### config.mk
export PLATFORM = sky130hd
export DESIGN_NAME = godai_fetch_tracer
export DESIGN_NICKNAME = d
export VERILOG_FILES = /design/src/rtl/godai_fetch_tracer.sv
export SDC_FILE = /design/constraint.sdc
export NUM_CORES = 2
export LEC_CHECK = 0
export ABC_CLOCK_PERIOD_IN_PS = 30800
export CORE_MARGIN = 3
export CORE_UTILIZATION = 66
export DETAILED_ROUTE_END_ITERATION = 10
export PLACE_DENSITY_LB_ADDON = 0.25
export SLEW_MARGIN = 20
export SYNTH_ARGS = -nofsm -noshare
export SYNTH_HDL_FRONTEND = slang
export SYNTH_SLANG_ARGS = --single-unit
### constraint.sdc
create_clock -name clk -period 30.8 [get_ports clk]
set_input_delay 6.16 -clock clk [delete_from_list [all_inputs] [get_ports clk]]
set_output_delay 6.16 -clock clk [all_outputs]
set_load 0.005 [all_outputs]
### src/rtl/godai_fetch_tracer.sv
// Passive instruction-fetch monitor: pairs granted addresses with returned words,
// timestamps grant/response and buffers records in a show-ahead trace FIFO.
module godai_fetch_tracer #(
    parameter int ADDR_WIDTH      = 32,
    parameter int DATA_WIDTH      = 32,
    parameter int TS_WIDTH        = 32,
    parameter int MAX_OUTSTANDING = 2,
    parameter int DEPTH           = 16
) (
    input  logic                       clk,
    input  logic                       rst,
    input  logic                       enable_i,
    input  logic                       instr_req_i,
    input  logic                       instr_gnt_i,
    input  logic [ADDR_WIDTH-1:0]      instr_addr_i,
    input  logic                       instr_rvalid_i,
    input  logic [DATA_WIDTH-1:0]      instr_rdata_i,
    output logic                       trace_valid_o,
    input  logic                       trace_ready_i,
    output logic [ADDR_WIDTH-1:0]      trace_addr_o,
    output logic [DATA_WIDTH-1:0]      trace_rdata_o,
    output logic [TS_WIDTH-1:0]        trace_gnt_ts_o,
    output logic [TS_WIDTH-1:0]        trace_rsp_ts_o,
    output logic [$clog2(DEPTH):0]     fill_o,
    output logic [15:0]                drop_count_o,
    output logic                       protocol_err_o
);
    localparam int AW  = $clog2(DEPTH);
    localparam int FW  = AW + 1;
    localparam int PW  = (MAX_OUTSTANDING > 1) ? $clog2(MAX_OUTSTANDING) : 1;
    localparam int PCW = $clog2(MAX_OUTSTANDING + 1);

    typedef struct packed {
        logic [ADDR_WIDTH-1:0] addr;
        logic [DATA_WIDTH-1:0] data;
        logic [TS_WIDTH-1:0]   gts;
        logic [TS_WIDTH-1:0]   rts;
    } rec_t;

    logic [TS_WIDTH-1:0]   ts_q;

    logic [ADDR_WIDTH-1:0] pend_addr_q [MAX_OUTSTANDING];
    logic [TS_WIDTH-1:0]   pend_ts_q   [MAX_OUTSTANDING];
    logic                  pend_en_q   [MAX_OUTSTANDING];
    logic [PW-1:0]         pend_rd_q, pend_wr_q;
    logic [PCW-1:0]        pend_cnt_q, pend_cnt_d;

    rec_t                  fifo_q [DEPTH];
    logic [AW-1:0]         rd_ptr_q, wr_ptr_q;
    logic [FW-1:0]         fill_q, fill_d;
    logic [15:0]           drop_q;
    logic                  err_q;

    logic gnt, pend_empty, pend_full, pend_push, pend_pop, err_set;
    logic rec_push, f_full, f_pop, f_push, f_drop;
    rec_t rec_new, rec_head;

    function automatic logic [PW-1:0] pend_inc(input logic [PW-1:0] p);
        return (p == PW'(MAX_OUTSTANDING - 1)) ? '0 : p + PW'(1);
    endfunction

    // The rvalid always retires the oldest entry, so a full queue can take a
    // same-cycle grant only because the pop frees a slot.
    always_comb begin
        gnt        = instr_req_i && instr_gnt_i;
        pend_empty = (pend_cnt_q == '0);
        pend_full  = (pend_cnt_q == PCW'(MAX_OUTSTANDING));
        pend_pop   = instr_rvalid_i && !pend_empty;
        pend_push  = gnt && (!pend_full || instr_rvalid_i);
        err_set    = (instr_rvalid_i && pend_empty) || (gnt && pend_full && !instr_rvalid_i);
        pend_cnt_d = pend_cnt_q + PCW'(pend_push) - PCW'(pend_pop);

        rec_push   = pend_pop && pend_en_q[pend_rd_q];
        rec_new    = '{addr: pend_addr_q[pend_rd_q], data: instr_rdata_i,
                       gts: pend_ts_q[pend_rd_q], rts: ts_q};
        f_full     = (fill_q == FW'(DEPTH));
        f_pop      = (fill_q != '0) && trace_ready_i;
        f_push     = rec_push && (!f_full || f_pop);
        f_drop     = rec_push && f_full && !f_pop;
        fill_d     = fill_q + FW'(f_push) - FW'(f_pop);
    end

    always_ff @(posedge clk) begin
        if (rst) begin
            ts_q       <= '0;
            pend_rd_q  <= '0;
            pend_wr_q  <= '0;
            pend_cnt_q <= '0;
            rd_ptr_q   <= '0;
            wr_ptr_q   <= '0;
            fill_q     <= '0;
            drop_q     <= '0;
            err_q      <= 1'b0;
        end else begin
            ts_q       <= ts_q + TS_WIDTH'(1);
            pend_cnt_q <= pend_cnt_d;
            fill_q     <= fill_d;
            if (pend_push) pend_wr_q <= pend_inc(pend_wr_q);
            if (pend_pop)  pend_rd_q <= pend_inc(pend_rd_q);
            if (f_push)    wr_ptr_q  <= wr_ptr_q + AW'(1);
            if (f_pop)     rd_ptr_q  <= rd_ptr_q + AW'(1);
            if (f_drop && drop_q != 16'hFFFF) drop_q <= drop_q + 16'd1;
            if (err_set)   err_q     <= 1'b1;
        end
    end

    // Storage needs no reset: pointers and counts define what is valid.
    always_ff @(posedge clk) begin
        if (!rst && pend_push) begin
            pend_addr_q[pend_wr_q] <= instr_addr_i;
            pend_ts_q[pend_wr_q]   <= ts_q;
            pend_en_q[pend_wr_q]   <= enable_i;
        end
        if (!rst && f_push) fifo_q[wr_ptr_q] <= rec_new;
    end

    // Data outputs are forced to zero while empty so reset leaves all outputs at 0.
    always_comb begin
        rec_head       = (fill_q != '0) ? fifo_q[rd_ptr_q] : '0;
        trace_valid_o  = (fill_q != '0);
        trace_addr_o   = rec_head.addr;
        trace_rdata_o  = rec_head.data;
        trace_gnt_ts_o = rec_head.gts;
        trace_rsp_ts_o = rec_head.rts;
        fill_o         = fill_q;
        drop_count_o   = drop_q;
        protocol_err_o = err_q;
    end
endmodule
==> results.json <==
{
  "fmaxAchievable_mhz": 81.8,
  "overflow": 0,
  "slowest_stage": "dfxtp_4",
  "crit_type": "flop to output pin",
  "drt-pass1-iter-count": 5,
  "clock_latency_ns": 0.84,
  "met1_usage_pct": 42.7,
  "portBuffers": 221,
  "outcome": "complete, no violations",
  "cts_buffer_depth": 3,
  "wl_mm": 196,
  "cp-end-kind": "output pin",
  "ant_nets": 0,
  "crit_required_ns": 24.64,
  "path_clk_slew_ns": 0.06,
  "layout-area-overhead-vs-synth_pct": 12.8,
  "final_core_util_pct": 75.2,
  "cts-buffers-inserted": 209,
  "antenna_found_initial": 4,
  "rsz0062_at_grt": "false",
  "track_usage_pct": 30.1,
  "grt_pass1_wl_mm": 288,
  "maxCapViolCount": 0,
  "sequentialPowerShare_pct": 46.9,
  "finalMaxSlewViolations": 0,
  "ys_top_cells_by_area": "edfxtp_1, mux4_2, mux2i_1",
  "switching_power_uw": 1870,
  "start_util_pct": 66.7,
  "cts_tree": "done",
  "io_pins": 222,
  "die_area_mm2": 0.133,
  "htreeDepth": 4,
  "reg2reg_depth": 8,
  "powerDensity_mw_per_mm2": 77.6,
  "critical_path_arrival_ns": 6.07,
  "drc": 0,
  "num_vias": 40700,
  "clock-sinks": 2249,
  "cts_hold_buffers": 0,
  "hold_viol_final": 0,
  "skew_ns": 0.0310,
  "cp.buffers_inverters": 4,
  "r2r_end": "fifo_q[4][37]$_DFFE_PP_",
  "ys_warn_count": 0,
  "synthesis.nets": 3806,
  "place_congestion": 0.754,
  "final_nets": 4122,
  "grt_max_degree": 155,
  "clock_power_share_pct": 33.4,
  "core_mm2": 0.128,
  "die_h_um": 365,
  "ys_seq_area_share_pct": 78.4,
  "die_w_um": 365,
  "drive_above_1_share_pct": 23.1,
  "p_leak_uw": 0.0307,
  "p_comb_share_pct": 19.7,
  "synth_area_mm2": 0.0852,
  "yosys.area.top_type": "edfxtp_1",
  "first_iter_violations": 5669,
  "fin_tns_setup_ns": 0,
  "routedWlPerCell_um": 33.3,
  "syn_inst": 3720,
  "crit_family": "buffers and inverters",
  "min_period_ns": 12.23,
  "cts_root_buf": "clkbuf_16",
  "critPathLaunchType": "flop",
  "slowest_delay_ns": 0.99,
  "yosysTopAreaCellShare_pct": 76.7,
  "hold_path_class": "flop to flop",
  "use_met2_pct": 48.8,
  "ys_ff_latch": 2249,
  "r2r_setup_slack_ns": 25.96,
  "cp_common_cell": "buf_4",
  "top_usage_layer": "met2",
  "cts_resized": 0,
  "fin_crit_sh_pct": 39.7,
  "relSlewSlack_pct": 20.8,
  "irDropWorstVdd_mv": 0.0614,
  "rows": 131,
  "hold_depth": 2,
  "grt_pass1_vias": 42532,
  "min_from": "protocol_err_o$_SDFFE_PP0P_",
  "p_int_uw": 5590,
  "routed_via_density": 6.92,
  "tightest_slew_ns": 1.19,
  "hold_end": "protocol_err_o$_SDFFE_PP0P_",
  "cts_setup_buffers": 0,
  "dp_hpwl_mm": 91.9,
  "crit_fanout": 97,
  "avgSynthCellArea_um2": 22.9,
  "met3_usage_pct": 5.81,
  "p_sw_share_pct": 25.1,
  "setup_violations": 0,
  "path_cells": "buf_4 > buf_12 > buf_4 > mux4_2 > mux2i_1 > o22ai_1 > clkdlybuf4s50_1",
  "ys_types": 51
}
layout by cell type, fill, tap and decap left out, types with 63 or more instances in the layout:
cell             netlist  layout
edfxtp_1            2178    2178
clkbuf_16              0     215
dfxtp_1               71      67
mux2i_1              259     259
mux2_2                64      64
o22ai_1              127     127
buf_4                  6      69
clkdlybuf4s50_1        0     220
mux4_2               511     511
nor2_1                75      63
sequential cells by signal, indices dropped and copies added, names as in the netlist, named ones only:
| signal | count |
|---|---|
| drop_count_o | 16 |
| fifo_q | 2048 |
| fill_o | 5 |
| pend_addr_q | 64 |
| pend_cnt_q | 2 |
| pend_en_q | 2 |
| pend_rd_q | 1 |
| pend_ts_q | 64 |
| pend_wr_q | 1 |
| protocol_err_o | 1 |
| rd_ptr_q | 4 |
| ts_q | 32 |
| wr_ptr_q | 4 |
routing by layer:
metal  vias up  wire length, um
li1      16332                -
met1     21535            72300
met2      2473            98400
met3       358            19600
met4         2             5430
met5         -               12
power groups by stage:
stage | clock [uW] | combinational, uW | sequential, uW
2_1_floorplan | 0 | 949 | 3530
3_3_place_gp | 0 | 1440 | 3560
3_5_place_dp | 0 | 1460 | 3560
4_1_cts | 2520 | 1490 | 3500
5_1_grt | 2630 | 1570 | 3500
6_report | 2490 | 1470 | 3500
synth_stat cells (all sizes together):
| cell | instances |
|---|---|
| and2 | 2 |
| o21ai | 11 |
| a21o | 1 |
| nor2b | 6 |
| mux4 | 511 |
| o22ai | 127 |
| mux2i | 259 |
| nor3 | 13 |
| or2 | 1 |
| nand4 | 13 |
| inv | 18 |
| o211ai | 3 |
| nor3b | 2 |
| nand2b | 4 |
| xor2 | 30 |
| ha | 14 |
| a31oi | 2 |
| a21oi | 13 |
| a32oi | 1 |
| a211oi | 6 |
| nand4b | 3 |
| dfxtp | 71 |
| or3 | 7 |
| nand3 | 24 |
| a2111oi | 1 |
| buf | 116 |
| or4b | 1 |
| clkinv | 1 |
| and4 | 5 |
| and4b | 1 |
| nor4 | 1 |
| o311ai | 1 |
| clkbuf | 75 |
| or4 | 3 |
| fa | 1 |
| xnor2 | 19 |
| and3 | 5 |
| edfxtp | 2178 |
| nand2 | 31 |
| nor2 | 75 |
| mux2 | 64 |
logic make-up (layout without fill, tap and decap cells):
group           after synthesis  count (layout)  synth area share [%]
other cells                   0               2                     0
mux                         834             834                  17.4
flops                      2249            2249                  78.4
buf+inv                     210             704                  1.08
compound gates              166             166                  1.22
xor+xnor                     49              49                 0.504
fa+ha+maj                    15              15                 0.229
simple gates                197             197                  1.17
worst max path at each step:
stage | from | end | slack, ns | depth (start not counted)
after floorplan | trace_ready_i | fifo_q[3][0]$_DFFE_PP_ | 14.38 | 5
after detailed placement | flop | trace_rsp_ts_o[22] | 19.35 | 7
final | flop | trace_rsp_ts_o[22] | 18.57 | 7
after global placement | flop | trace_rsp_ts_o[22] | 19.41 | 7
after global routing | flop | trace_rsp_ts_o[22] | 18.00 | 7
after CTS | flop | trace_rsp_ts_o[22] | 18.37 | 7
cell type report:
type	count	area, um^2
flip-flops and latches	2249	66800
fillers	6640	31700
multi-input cells	1261	17600
clock buffers	280	5740
repair buffers	296	2850
well taps	1662	2080
clock inverters	109	887
inverters	19	78.8
diodes	2	5.00
worst register-to-register path: cells and delay by family (launching register included):
family | cells | cell delay [ns]
flops | 1 | 0.76
mux | 1 | 0.31
buf+inv | 3 | 1.82
compound gates | 1 | 0.25
simple gates | 3 | 1.31
metrics by stage:
step                setup WS (ns)  hold WS, ns  cell area [um^2]  power, uW  std cells
floorplan                   14.38        0.464             85200       4480       3720
global placement            19.41        0.462             89500       5000       5487
detailed placement          19.35        0.486             89500       5030       5487
CTS                         18.37        0.496             96100       7510       5876
global route                18.00        0.526             96100       7700       5876
finish                      18.57        0.491             96100       7460       5878
Power figures use the tool's default switching activity.
